==> src/rtl/rs232_frame_tx.sv <==
// Buffered RS232 frame transmitter: valid/ready word FIFO feeding a
// start/data/parity/stop serialiser gated by CTS at each frame start.
module rs232_frame_tx #(
    parameter int CLK_FREQ   = 50000000,
    parameter int BAUD       = 115200,
    parameter int DATA_BITS  = 8,
    parameter int PARITY     = 2,
    parameter int STOP_BITS  = 1,
    parameter int FIFO_DEPTH = 16
) (
    input  logic                         clk,
    input  logic                         rst,
    input  logic [DATA_BITS-1:0]         data_in,
    input  logic                         data_valid,
    output logic                         data_ready,
    input  logic                         cts,
    output logic                         tx,
    output logic                         busy,
    output logic [$clog2(FIFO_DEPTH):0]  fifo_count,
    output logic                         overflow
);

    localparam int BIT_TICKS = CLK_FREQ / BAUD;
    localparam int TW = (BIT_TICKS > 1) ? $clog2(BIT_TICKS) : 1;
    localparam int AW = $clog2(FIFO_DEPTH);
    localparam int CW = AW + 1;

    typedef enum logic [2:0] {
        IDLE,
        START,
        DATA,
        PAR,
        STOP
    } state_t;

    state_t               state;
    logic [DATA_BITS-1:0] mem [FIFO_DEPTH];
    logic [AW-1:0]        wr_ptr;
    logic [AW-1:0]        rd_ptr;
    logic [CW-1:0]        next_count;
    logic [DATA_BITS-1:0] shreg;
    logic                 par_bit;
    logic [TW-1:0]        tick;
    logic [3:0]           bit_cnt;
    logic                 push;
    logic                 pop;
    logic                 tick_wrap;
    logic                 stop_last;
    logic [DATA_BITS-1:0] head;

    assign push      = data_valid && data_ready;
    assign tick_wrap = (tick == TW'(BIT_TICKS - 1));
    assign stop_last = (state == STOP) && tick_wrap
                       && (bit_cnt == 4'(STOP_BITS - 1));
    // A new frame may only begin from IDLE or on the final STOP tick.
    assign pop       = (fifo_count != '0) && cts
                       && ((state == IDLE) || stop_last);
    assign head      = mem[rd_ptr];

    always_comb begin
        next_count = fifo_count;
        unique case ({push, pop})
            2'b10:   next_count = fifo_count + 1'b1;
            2'b01:   next_count = fifo_count - 1'b1;
            default: next_count = fifo_count;
        endcase
    end

    always_ff @(posedge clk) begin
        if (push && !rst)
            mem[wr_ptr] <= data_in;
    end

    always_ff @(posedge clk) begin
        if (rst) begin
            wr_ptr     <= '0;
            rd_ptr     <= '0;
            fifo_count <= '0;
            data_ready <= 1'b0;
            overflow   <= 1'b0;
        end else begin
            if (push)
                wr_ptr <= wr_ptr + 1'b1;
            if (pop)
                rd_ptr <= rd_ptr + 1'b1;
            fifo_count <= next_count;
            data_ready <= (next_count != CW'(FIFO_DEPTH));
            if (data_valid && !data_ready)
                overflow <= 1'b1;
        end
    end

    always_ff @(posedge clk) begin
        if (rst) begin
            state   <= IDLE;
            tx      <= 1'b1;
            busy    <= 1'b0;
            tick    <= '0;
            bit_cnt <= '0;
            shreg   <= '0;
            par_bit <= 1'b0;
        end else begin
            unique case (state)
                IDLE: begin
                    if (pop) begin
                        state   <= START;
                        tx      <= 1'b0;
                        busy    <= 1'b1;
                        tick    <= '0;
                        bit_cnt <= '0;
                        shreg   <= head;
                        par_bit <= (^head) ^ (PARITY == 1);
                    end
                end
                START: begin
                    if (tick_wrap) begin
                        tick  <= '0;
                        state <= DATA;
                        tx    <= shreg[0];
                        shreg <= shreg >> 1;
                    end else begin
                        tick <= tick + 1'b1;
                    end
                end
                DATA: begin
                    if (tick_wrap) begin
                        tick <= '0;
                        if (bit_cnt == 4'(DATA_BITS - 1)) begin
                            bit_cnt <= '0;
                            if (PARITY != 0) begin
                                state <= PAR;
                                tx    <= par_bit;
                            end else begin
                                state <= STOP;
                                tx    <= 1'b1;
                            end
                        end else begin
                            bit_cnt <= bit_cnt + 1'b1;
                            tx      <= shreg[0];
                            shreg   <= shreg >> 1;
                        end
                    end else begin
                        tick <= tick + 1'b1;
                    end
                end
                PAR: begin
                    if (tick_wrap) begin
                        tick  <= '0;
                        state <= STOP;
                        tx    <= 1'b1;
                    end else begin
                        tick <= tick + 1'b1;
                    end
                end
                STOP: begin
                    if (tick_wrap) begin
                        tick <= '0;
                        if (stop_last) begin
                            bit_cnt <= '0;
                            if (pop) begin
                                state   <= START;
                                tx      <= 1'b0;
                                shreg   <= head;
                                par_bit <= (^head) ^ (PARITY == 1);
                            end else begin
                                state <= IDLE;
                                busy  <= 1'b0;
                            end
                        end else begin
                            bit_cnt <= bit_cnt + 1'b1;
                        end
                    end else begin
                        tick <= tick + 1'b1;
                    end
                end
                default: begin
                    state <= IDLE;
                    tx    <= 1'b1;
                    busy  <= 1'b0;
                end
            endcase
        end
    end

endmodule

==> config.mk <==
export PLATFORM = sky130hd
export DESIGN_NAME = rs232_frame_tx
export DESIGN_NICKNAME = d
export VERILOG_FILES = /design/src/rtl/rs232_frame_tx.sv
export SDC_FILE = /design/constraint.sdc
export NUM_CORES = 1
export LEC_CHECK = 0
export ABC_AREA = 1
export CAP_MARGIN = 40
export CORE_MARGIN = 2
export CORE_UTILIZATION = 50
export CTS_CLUSTER_DIAMETER = 50
export DETAILED_ROUTE_END_ITERATION = 12
export PLACE_DENSITY = 0.67
export REMOVE_ABC_BUFFERS = 1
export SYNTH_ARGS = -nofsm -noshare
export SYNTH_HDL_FRONTEND = slang
export SYNTH_SLANG_ARGS = --single-unit
export TNS_END_PERCENT = 20
==> constraint.sdc <==
create_clock -name clk -period 3.3 [get_ports clk]
set_clock_uncertainty 0.05 [all_clocks]
set_input_delay 0.66 -clock clk [delete_from_list [all_inputs] [get_ports clk]]
set_output_delay 0.66 -clock clk [all_outputs]
set_load 0.1 [all_outputs]
==> run metrics <==
DRC Markers=0; final core area utilization=0.581; layout cell share with drive strength beyond 1=0.0974; Rel. slew slack=0.481; maxcap violations=0; Worst IR Drop VDD=0.566 mV; synthesis-to-finish area growth=12.6%; routed vias=5777; Post-synth top cells=237 x nand2_1, 128 x edfxtp_1, 96 x inv_1; CTS tree=built; Max Clock Freq=341 MHz; Reg2Reg Depth=21; Slew @ Worst Pin=776 ps; largest net degree at the start of global routing=36; dpl hpwl=11300 µm; CTS sink cnt=174; hold-critical path depth=2; initial core utilization=0.516; DIE AREA=0.0168 mm²; fraction of the yosys area taken by sequential cells=0.603; kind of critical path=flip-flop to flip-flop; startpoint types=flip-flop; post-route minimum period=2930 ps; Bufs on Longest Clock Path=2; Pre-Repair DR Iteration Count=5; # fillers=1355; sw frac=0.396; via/cell ratio=5.23; Setup crit end kind=flip-flop; Hold Violations, Final=0; P_int=4310 µW; Row Count=45; H-tree Lvls=4; Synth top area share=0.486; port bufs=20; # IOs=21; RSZ-0062 raised after global routing=no; Final setup violation count=0; die width=130 µm; Worst Hold Path EP=busy; Combinational Power Share=0.379; initial antenna violation count=0; Final period util=0.888; total congestion overflow=0; Core Region=0.0153 mm²; number of global-route vias before repair=5650; fin. max-slew vios=0; first-pass GRT wire length=28100 µm; worst endpoint data arrival time=3190 ps; worst skew pair latency=430 ps; placed instance area=0.00836 mm²; clock-pin slew on the worst setup and hold paths=60 ps; number of synthesized flops with an enable pin=128; Crit Path Max Fanout=6; wire per inst=15.3 µm; Final GP Congestion=0.889; Critical R2R Launch=tick[1]; top_reg_cell synth=edfxtp_1; P_sw=2830 µW; Worst R2R Setup Slack=370 ps; Ys Warns=0; PwrDens=803 mW/mm²; Finished Cell Area=0.00890 mm²; Post-CTS Setup Inserts=0; sequential power share=0.367; Async S/R FF share, synth=0; Lkg Pwr=0.00356 µW; ANT nets after route=0; min-delay src=busy; synthesis-stage register bit count=174; most frequent cell after synthesis=nand2_1; Hold-fix buffers, CTS=0; Required @ worst endpoint=3560 ps; drt total wl=16900 µm; ANT cells=0; Iteration-0 DRC Markers=446; die height=130 µm; clock root buffer=clkbuf_16; status=completed; CTS Buf Count=17; synth top area cells=edfxtp_1 49%, dfxtp_1 12%, nand2_1 11%; Worst Hold Class=flip-flop to flip-flop; Synth cell types=36; Crit Reg-Reg Endpoint=data_ready; Nets=904; gr usage total=0.221; Synth Cell Area=0.00791 mm²; clock power share=0.254; Mapped Avg Cell Area=9.31 µm²; Post-Syn Instances=849; Yosys top cell by area=edfxtp_1
per-layer routing:
layer / up-vias / share of wire / track usage
met2: 179 / 0.47 / 0.354
met5: - / 0 / 0
met3: 39 / 0.050 / 0.0431
met1: 2699 / 0.45 / 0.289
met4: 0 / 0.036 / 0.109
li1: 2860 / - / -
worst max path at each step:
stage | startpoint | end | slack (ps) | depth (start not counted)
3_3_place_gp | cts | data_ready | 210 | 16
2_1_floorplan | flip-flop | par_bit | -20 | 14
4_1_cts | tick[0] | data_ready | 290 | 20
3_5_place_dp | cts | data_ready | 40 | 16
6_report | tick[1] | data_ready | 370 | 21
5_1_grt | tick[0] | data_ready | 10 | 20
per-stage QoR:
stage | total power (µW) | worst slack, ps | hold WS (ps) | TNS, ps | std cells
after floorplan | 4590 | -16.2 | 385 | -16.2 | 817
after global placement | 5250 | 214 | 404 | 0 | 1071
after detailed placement | 5360 | 39.4 | 406 | 0 | 1072
after CTS | 7170 | 293 | 420 | 0 | 1104
after global routing | 7650 | 12.8 | 460 | 0 | 1104
final | 7140 | 370 | 412 | 0 | 1104
power by group through the flow:
stage | Clock, µW | Sequential, µW | Combinational [µW]
final | 1810 | 2620 | 2710
after global routing | 1930 | 2640 | 3080
after CTS | 1840 | 2620 | 2710
after detailed placement | 0 | 2670 | 2700
after global placement | 0 | 2660 | 2590
after floorplan | 0 | 2960 | 1630
layout make-up:
type / count / area [µm²] / area share
clock inverter: 13 / 93.8 / 0.0105
multi-input combinational: 538 / 2550 / 0.286
clock buffer: 19 / 443 / 0.0498
tap: 211 / 264 / 0.0297
sequential: 174 / 4770 / 0.536
inverter: 105 / 394 / 0.0443
timing repair buffer: 44 / 390 / 0.0439
cell families after synthesis:
group / count (synthesis) / synth area share
AO/OA/AOI/OAI: 94 / 0.0687
XOR/XNOR: 6 / 0.00665
adder cells (fa/ha/maj): 12 / 0.0190
buffers and inverters: 137 / 0.0753
flip-flops: 174 / 0.603
multiplexers: 1 / 0.00127
AND/OR/NAND/NOR: 425 / 0.226
worst max-delay path, stage by stage, from the launching register on:
cell	delay, ps
dfxtp_1	330
inv_1	70
ha_1	140
nand4_1	110
nor2_2	140
inv_2	90
nor2_4	90
inv_2	50
nand2_1	50
nand2_1	80
inv_2	70
ha_2	230
xor2_1	230
ha_1	180
inv_1	50
nand2_1	70
nand2_1	70
o21ai_0	230
a21oi_1	90
o21ai_0	100
xnor2_1	170
a31oi_1	100
registers in the layout, summed over array words and instances, names as in the netlist, 3 cells and up, named ones only:
signal / count
rd_ptr: 4
tick: 9
shreg: 8
fifo_count: 5
state: 3
bit_cnt: 4
mem: 128
wr_ptr: 4
cell usage in the layout (no fill, tap or decap), types with 2 or more instances in the layout:
master           instances
edfxtp_1               128
xor2_1                   2
nand3_1                 76
or2_0                    3
a21oi_1                 29
nand2_2                  2
buf_4                   31
o211ai_1                 9
clkinv_4                 3
o21ai_0                 32
a21oi_2                  2
ha_1                    11
nor2_1                  75
o21a_1                   7
xnor2_1                  4
nor3b_1                  4
dfxtp_1                 45
a31oi_1                  4
nor3_1                  13
clkinvlp_4               6
o21ai_1                  4
clkbuf_16               17
clkdlybuf4s50_1         11
inv_1                   96
nand2_1                237
inv_2                    9
clkinv_2                 2
nand4_1                  7
a211oi_1                 5
nor2_2                   4
repair_timing:
action / in CTS / in global routing
resized for setup: 0 / 1
endpoints found under the hold margin: 0 / 0
endpoints found under the setup margin: 0 / 2
(Power assumes the default switching activity.)
